<file path="src/rtl/shift_out_sm.sv">
// shift_out_sm
// Parallel-to-serial nibble transmitter. A WORD_W-bit word is captured through
// a load/ready handshake and sent out as WORD_W/NIB_W nibbles, most significant
// nibble first. One nibble leaves per clock while enable is high. A receiver
// that shifts nibbles into its LSB end therefore rebuilds the original word.
//
// Ports:
//   clk        system clock, rising-edge active
//   rst        synchronous active-high reset, overrides every other input
//   enable     advance permission; a nibble is consumed only when this is high
//   load       request to capture din; honoured only while ready is high
//   din        parallel word to transmit
//   ready      high while idle and able to accept a word
//   dout       nibble currently presented (zero outside the shifting phase)
//   dout_valid dout is emitted this cycle
//   last       accompanies the final nibble of a word
//   done       one-cycle pulse in the cycle after the final nibble
//   count      nibbles still to be emitted for the current word

module shift_out_sm #(
   parameter int WORD_W = 16,
   parameter int NIB_W = 4,
   localparam int NIBBLES = WORD_W / NIB_W,
   localparam int CNT_W = $clog2(NIBBLES) + 1
) (
   input  logic              clk,
   input  logic              rst,
   input  logic              enable,
   input  logic              load,
   input  logic [WORD_W-1:0] din,
   output logic              ready,
   output logic [NIB_W-1:0]  dout,
   output logic              dout_valid,
   output logic              last,
   output logic              done,
   output logic [CNT_W-1:0]  count
);

   typedef enum logic [1:0] {
      IDLE,
      SHIFT,
      DONE
   } state_t;

   state_t            state;
   logic [WORD_W-1:0] shreg;
   logic [CNT_W-1:0]  cnt;

   // Main controller. The word sits in shreg with the next nibble at the top.
   // Each consumed nibble shifts the register left and zero-fills it, so shreg
   // is already all zeros when the controller reaches DONE. A held enable=0
   // freezes everything, so a nibble is neither lost nor repeated. The count
   // only decrements while it is nonzero in SHIFT, so it cannot wrap.
   always_ff @(posedge clk) begin
      if (rst) begin
         state <= IDLE;
         shreg <= '0;
         cnt   <= '0;
      end else begin
         case (state)
            IDLE: begin
               if (load) begin
                  shreg <= din;
                  cnt   <= CNT_W'(NIBBLES);
                  state <= SHIFT;
               end
            end
            SHIFT: begin
               if (enable) begin
                  shreg <= shreg << NIB_W;
                  cnt   <= cnt - 1'b1;
                  if (cnt == CNT_W'(1)) begin
                     state <= DONE;
                  end
               end
            end
            DONE: begin
               state <= IDLE;
            end
            default: begin
               state <= IDLE;
            end
         endcase
      end
   end

   // Output decode. Everything except dout_valid and last comes straight from
   // registers. Those two also follow enable, because the link needs to know
   // in the same cycle whether the presented nibble is being taken.
   always_comb begin
      ready      = (state == IDLE);
      done       = (state == DONE);
      dout       = (state == SHIFT) ? shreg[WORD_W-1 -: NIB_W] : '0;
      dout_valid = (state == SHIFT) && enable;
      last       = dout_valid && (cnt == CNT_W'(1));
      count      = cnt;
   end

endmodule
</file>
<file path="config.mk">
export PLATFORM = sky130hd
export DESIGN_NAME = shift_out_sm
export DESIGN_NICKNAME = d
export VERILOG_FILES = /design/src/rtl/shift_out_sm.sv
export SDC_FILE = /design/constraint.sdc
export NUM_CORES = 1
export LEC_CHECK = 0
export CAP_MARGIN = 20
export CORE_MARGIN = 8
export CORE_UTILIZATION = 55
export DETAILED_ROUTE_END_ITERATION = 6
export DONT_BUFFER_PORTS = 1
export PLACE_DENSITY = 0.74
export SYNTH_ARGS = -nofsm -noshare
export SYNTH_HDL_FRONTEND = slang
export SYNTH_SLANG_ARGS = --single-unit
</file>
<file path="constraint.sdc">
create_clock -name clk -period 1.7 [get_ports clk]
set_input_delay 0.34 -clock clk [delete_from_list [all_inputs] [get_ports clk]]
set_output_delay 0.34 -clock clk [all_outputs]
set_load 0.05 [all_outputs]
</file>
Word level (Yosys, flattened, before mapping) --
Index checks and enable logic that the tools add are counted.
Word-level totals: register bits 21, output and inout port bits 11, input port bits 20, logic and storage cells 27
Operators by class: $add $sub $neg 1, muxes and demuxes 11, reduce and logical (&&, ||, !) cells 6, eq/ne operators 6
Operator list (count):
- 16-bit 2-to-1 mux | 2
- 16-bit one-hot mux with 2 select lines | 1
- 2-bit 2-to-1 mux | 3
- 3-bit 2-to-1 mux | 2
- 3-bit one-hot mux with 2 select lines | 1
- 3-bit AND reduction | 2
- 4-bit 2-to-1 mux | 1
- 2-bit != test (second input constant) | 2
- 2-bit one-hot mux with 2 select lines | 1
- 3-bit by 1-bit == test with 1-bit output (second input constant) | 1
- 3-bit by 1-bit subtractor with 3-bit output (second input constant) | 1
- 2-bit by 1-bit == test with 1-bit output (second input constant) | 1
- 2-bit == test (second input constant) | 1
- 1-bit logical AND | 2
- 2-bit zero test | 1
- 2-bit by 1-bit != test with 1-bit output (second input constant) | 1
- 2-bit nonzero test | 1

Depth between registers and ports, before layout --
word-level depth 4, depth in mapped cells 7, mapped depth without buffers 5

Least setup slack after synthesis --
No wires, ideal clock.
path kind register -> output, start reg cnt[0], in the netlist count[0], end out last, buffers on the path 0, slack -0.301 ns, data required time 1.360 ns, data arrival time 1.661 ns, stages on the path, launching flop included 4, cells stage by stage dfxtp_1 -> ha_1 -> nand2b_1 -> nor2_1
Between the ends: longest elaborated chain between the ends 2
RTL lines:
- start, declared | RTL line 47 | logic [CNT_W-1:0] cnt;
- start signal, assigned | RTL line 64 | cnt <= CNT_W'(NIBBLES);
- start signal, assigned | RTL line 71 | cnt <= cnt - 1'b1;
- 3-bit by 1-bit == test with 1-bit output | RTL line 95 | last = dout_valid && (cnt == CNT_W'(1));
- 1-bit logical AND | RTL line 95
- end, declared | RTL line 34 | output logic last,
Every way passes these cells.

Worst setup path in the final report --
start reg state[1], end out last
Between the ends: longest elaborated chain between the ends 3
RTL lines:
- start, declared | RTL line 45 | state_t state;
- start signal, assigned | RTL line 56 | state <= IDLE;
- start signal, assigned | RTL line 65 | state <= SHIFT;
- start signal, assigned | RTL line 73 | state <= DONE;
- 2-bit by 1-bit == test with 1-bit output | RTL line 94 | dout_valid = (state == SHIFT) && enable;
- 1-bit logical AND | RTL line 94
- 1-bit logical AND | RTL line 95
Every way passes these cells.

==> flow_metrics.py <==
metrics = {
    "run_status": {
        "run_status": "completed",
    },
    "sta": {
        "setup_viol": 0,
        "period_share": 0.9444,
        "hold_viol": 0,
        "fin_crit_ns": 1.606,
        "rsz0062_at_grt": "false",
        "finalClockSkew_ns": 0.0006291,
        "final-max-slew-violation-count": 0,
        "relSlewSlack": 0.6798,
        "clock.fmax_mhz": 622.9,
        "setup_tns_ns": 0,
        "tightest_slew_ns": 0.4793,
    },
    "detailed_routing": {
        "num_vias": 812,
        "drtAntennaViolNets": 0,
        "drt_iter0_markers": 10,
        "dr.pass1.iters": 4,
        "wl_um": 2233,
        "routed_via_density": 5.718,
        "drc": 0,
        "routedWlPerCell_um": 15.73,
        "wl_met1_um": 892,
        "top_layer": "met4",
        "dr_wl_met3_um": 151,
        "wl_met2_um": 1151,
    },
    "global_route": {
        "antenna_found_initial": 0,
        "overflow": 0,
        "grt_pass1_vias": 791,
        "grt_pass1_wl_um": 3663,
        "grt_max_degree": 22,
        "grt_usage": 0.1310,
    },
    "clock_tree": {
        "cts_tree": "built",
        "cts_setup_buffers": 0,
        "insertion_delay_ns": 0.29,
        "path_clk_slew_ns": 0.11,
        "cts_root_buffer": "clkbuf_4",
        "cts_buffer_depth": 2,
        "cts_sinks": 21,
        "htreeDepth": 1,
        "numCtsBuffers": 3,
    },
    "min_path": {
        "min_path_type": "in -> reg",
    },
    "setup_path": {
        "worstPathMaxFanout": 11,
        "worstPathArrival_ns": 1.27,
        "cp.required_ns": 1.36,
        "end_kind": "output port",
        "critPathKind": "reg -> out",
        "start_kind": "flip-flop",
    },
    "yosys": {
        "synthArstFlopShare": 0,
        "synth_nets": 131,
        "syn_area_um2": 1025,
        "synth_cell_types": 30,
        "synthCells": 109,
        "yosysSeqAreaShare": 0.4103,
        "dominantRegCellSynth": "dfxtp_1",
        "yosysWarnings": 0,
        "avgSynthCellArea_um2": 9.401,
        "synth_edf_count": 0,
        "synth-seq-cells": 21,
    },
    "layout": {
        "drive_above_1_share": 0.3248,
        "insertedDiodeCount": 0,
        "areaGrowthSynthToFinish_pct": 14.65,
        "fin_cells": 142,
        "nNetsFinal": 140,
    },
    "placed_design": {
        "gp_congestion": 0.6944,
        "place_hpwl_um": 1705,
        "io_buffer_count": 0,
        "post-place-cells": 138,
    },
    "run": {
        "maxCapViolations": 0,
    },
    "power": {
        "ir_drop_mv": 0.6167,
        "swShare": 0.2916,
        "p_per_area_nw_per_um2": 858.7,
        "p_comb_frac": 0.224,
        "clockPowerShare": 0.225,
        "p_int_mw": 0.7147,
        "p_seq_frac": 0.550,
        "p_leak_nw": 0.4563,
        "switching_power_mw": 0.2942,
    },
    "floorplanning": {
        "start_util": 0.5871,
        "core_area_um2": 1745,
        "die_area_um2": 3501,
        "die_w_um": 59.17,
        "io_pins": 31,
        "floorplan.rows": 15,
        "die_height_um": 59.17,
    },
}
-- logic make-up (layout without fill, tap and decap cells) --
kind of cell,Yosys count,after routing,synth area share
AOI/OAI and AO/OA,37,37,0.2711
and+or+nand+nor,26,26,0.1551
buffers and inverters,22,30,0.1172
DFF,21,21,0.4103
adders and majority gates,2,2,0.02442
muxes,1,1,0.02198
-- timing repair --
item | 4_1_cts | 5_1_grt
hold buffers | 0 | 0
endpoints found under the setup margin | 5 | 1
gates resized for setup | 1 | 1
pin swaps | 0 | 0
-- final timing paths --
check,startpoint,to,slack (ns),depth (start not counted)
max,state[1]$_SDFFE_PP0P_,last,0.09,4
min,rst,count[0]$_SDFFE_PP0P_,0.09,1
max reg2reg,state[0]$_SDFFE_PP0P_,shreg[14]$_SDFFE_PP0P_,0.36,4
min reg2reg,shreg[2]$_SDFFE_PP0P_,shreg[2]$_SDFFE_PP0P_,0.48,2
-- metal layers --
layer	track usage	vias to the layer above
met2	0.2196	22
met4	0.04096	0
met3	0.04555	4
li1	-	400
met1	0.1514	386
met5	0	-
-- per-stage QoR --
stage | utilization | instance area, um^2 | power [mW] | setup slack [ns] | hold WS (ns)
2_1_floorplan | - | 1028 | 0.7473 | 0.06660 | 0.4538
3_3_place_gp | 0.6552 | 1144 | 0.7865 | 0.3265 | 0.4014
3_5_place_dp | 0.6552 | 1144 | 0.7947 | 0.2745 | 0.4029
4_1_cts | 0.6717 | 1172 | 1.025 | 0.06579 | 0.08135
5_1_grt | 0.6731 | 1175 | 1.058 | 0.005874 | 0.07708
6_report | 0.6731 | 1175 | 1.009 | 0.09448 | 0.08937
-- placed cells by master (no fill, tap or decap), types with 2 or more instances in the layout --
cell type	n
a21oi_1	16
and2_1	4
buf_12	5
buf_4	6
clkbuf_4	3
dfxtp_1	19
ha_1	2
inv_1	14
nand2_1	7
nor2_2	3
nor3_1	2
nor3b_1	2
o21ai_0	4
o221a_2	12
-- power by group through the flow --
stage          Combinational (mW)  Clock, mW  Sequential (mW)
5_1_grt                     0.246      0.254            0.558
3_3_place_gp                0.222          0            0.565
4_1_cts                     0.229      0.240            0.556
2_1_floorplan               0.165          0            0.582
6_report                    0.226      0.227            0.555
3_5_place_dp                0.227          0            0.567
-- registers in the layout, summed over array words and instances, names as in the netlist --
signal / count
count: 3
shreg: 16
state: 2
-- cell usage after synthesis (2+ instances only) --
cell type | n | area share
a21oi_1 | 16 | 0.078
and2_1 | 4 | 0.024
buf_6 | 3 | 0.033
clkbuf_1 | 2 | 0.0073
dfxtp_1 | 21 | 0.41
ha_1 | 2 | 0.024
inv_1 | 14 | 0.051
nand2_1 | 7 | 0.026
nor2_1 | 2 | 0.0073
nor2_2 | 2 | 0.012
nor3_1 | 2 | 0.0098
nor3b_1 | 2 | 0.015
o21ai_0 | 4 | 0.020
o221a_2 | 12 | 0.13
-- worst max-delay path: stages (launching register included) --
cell	delay, ns
dfxtp_4	0.41
nor2b_4	0.18
nand2_4	0.08
nor2_2	0.15
buf_12	0.15
-- area by class of cell --
type	count	area [um^2]
Fill cell	143	570.5
Multi-Input combinational cell	66	486.7
Sequential cell	21	425.4
Timing Repair Buffer	11	145.1
Inverter	15	58.81
Tap cell	25	31.28
Clock buffer	3	22.52
Clock inverter	1	5.005
Power figures use the tool's default switching activity.
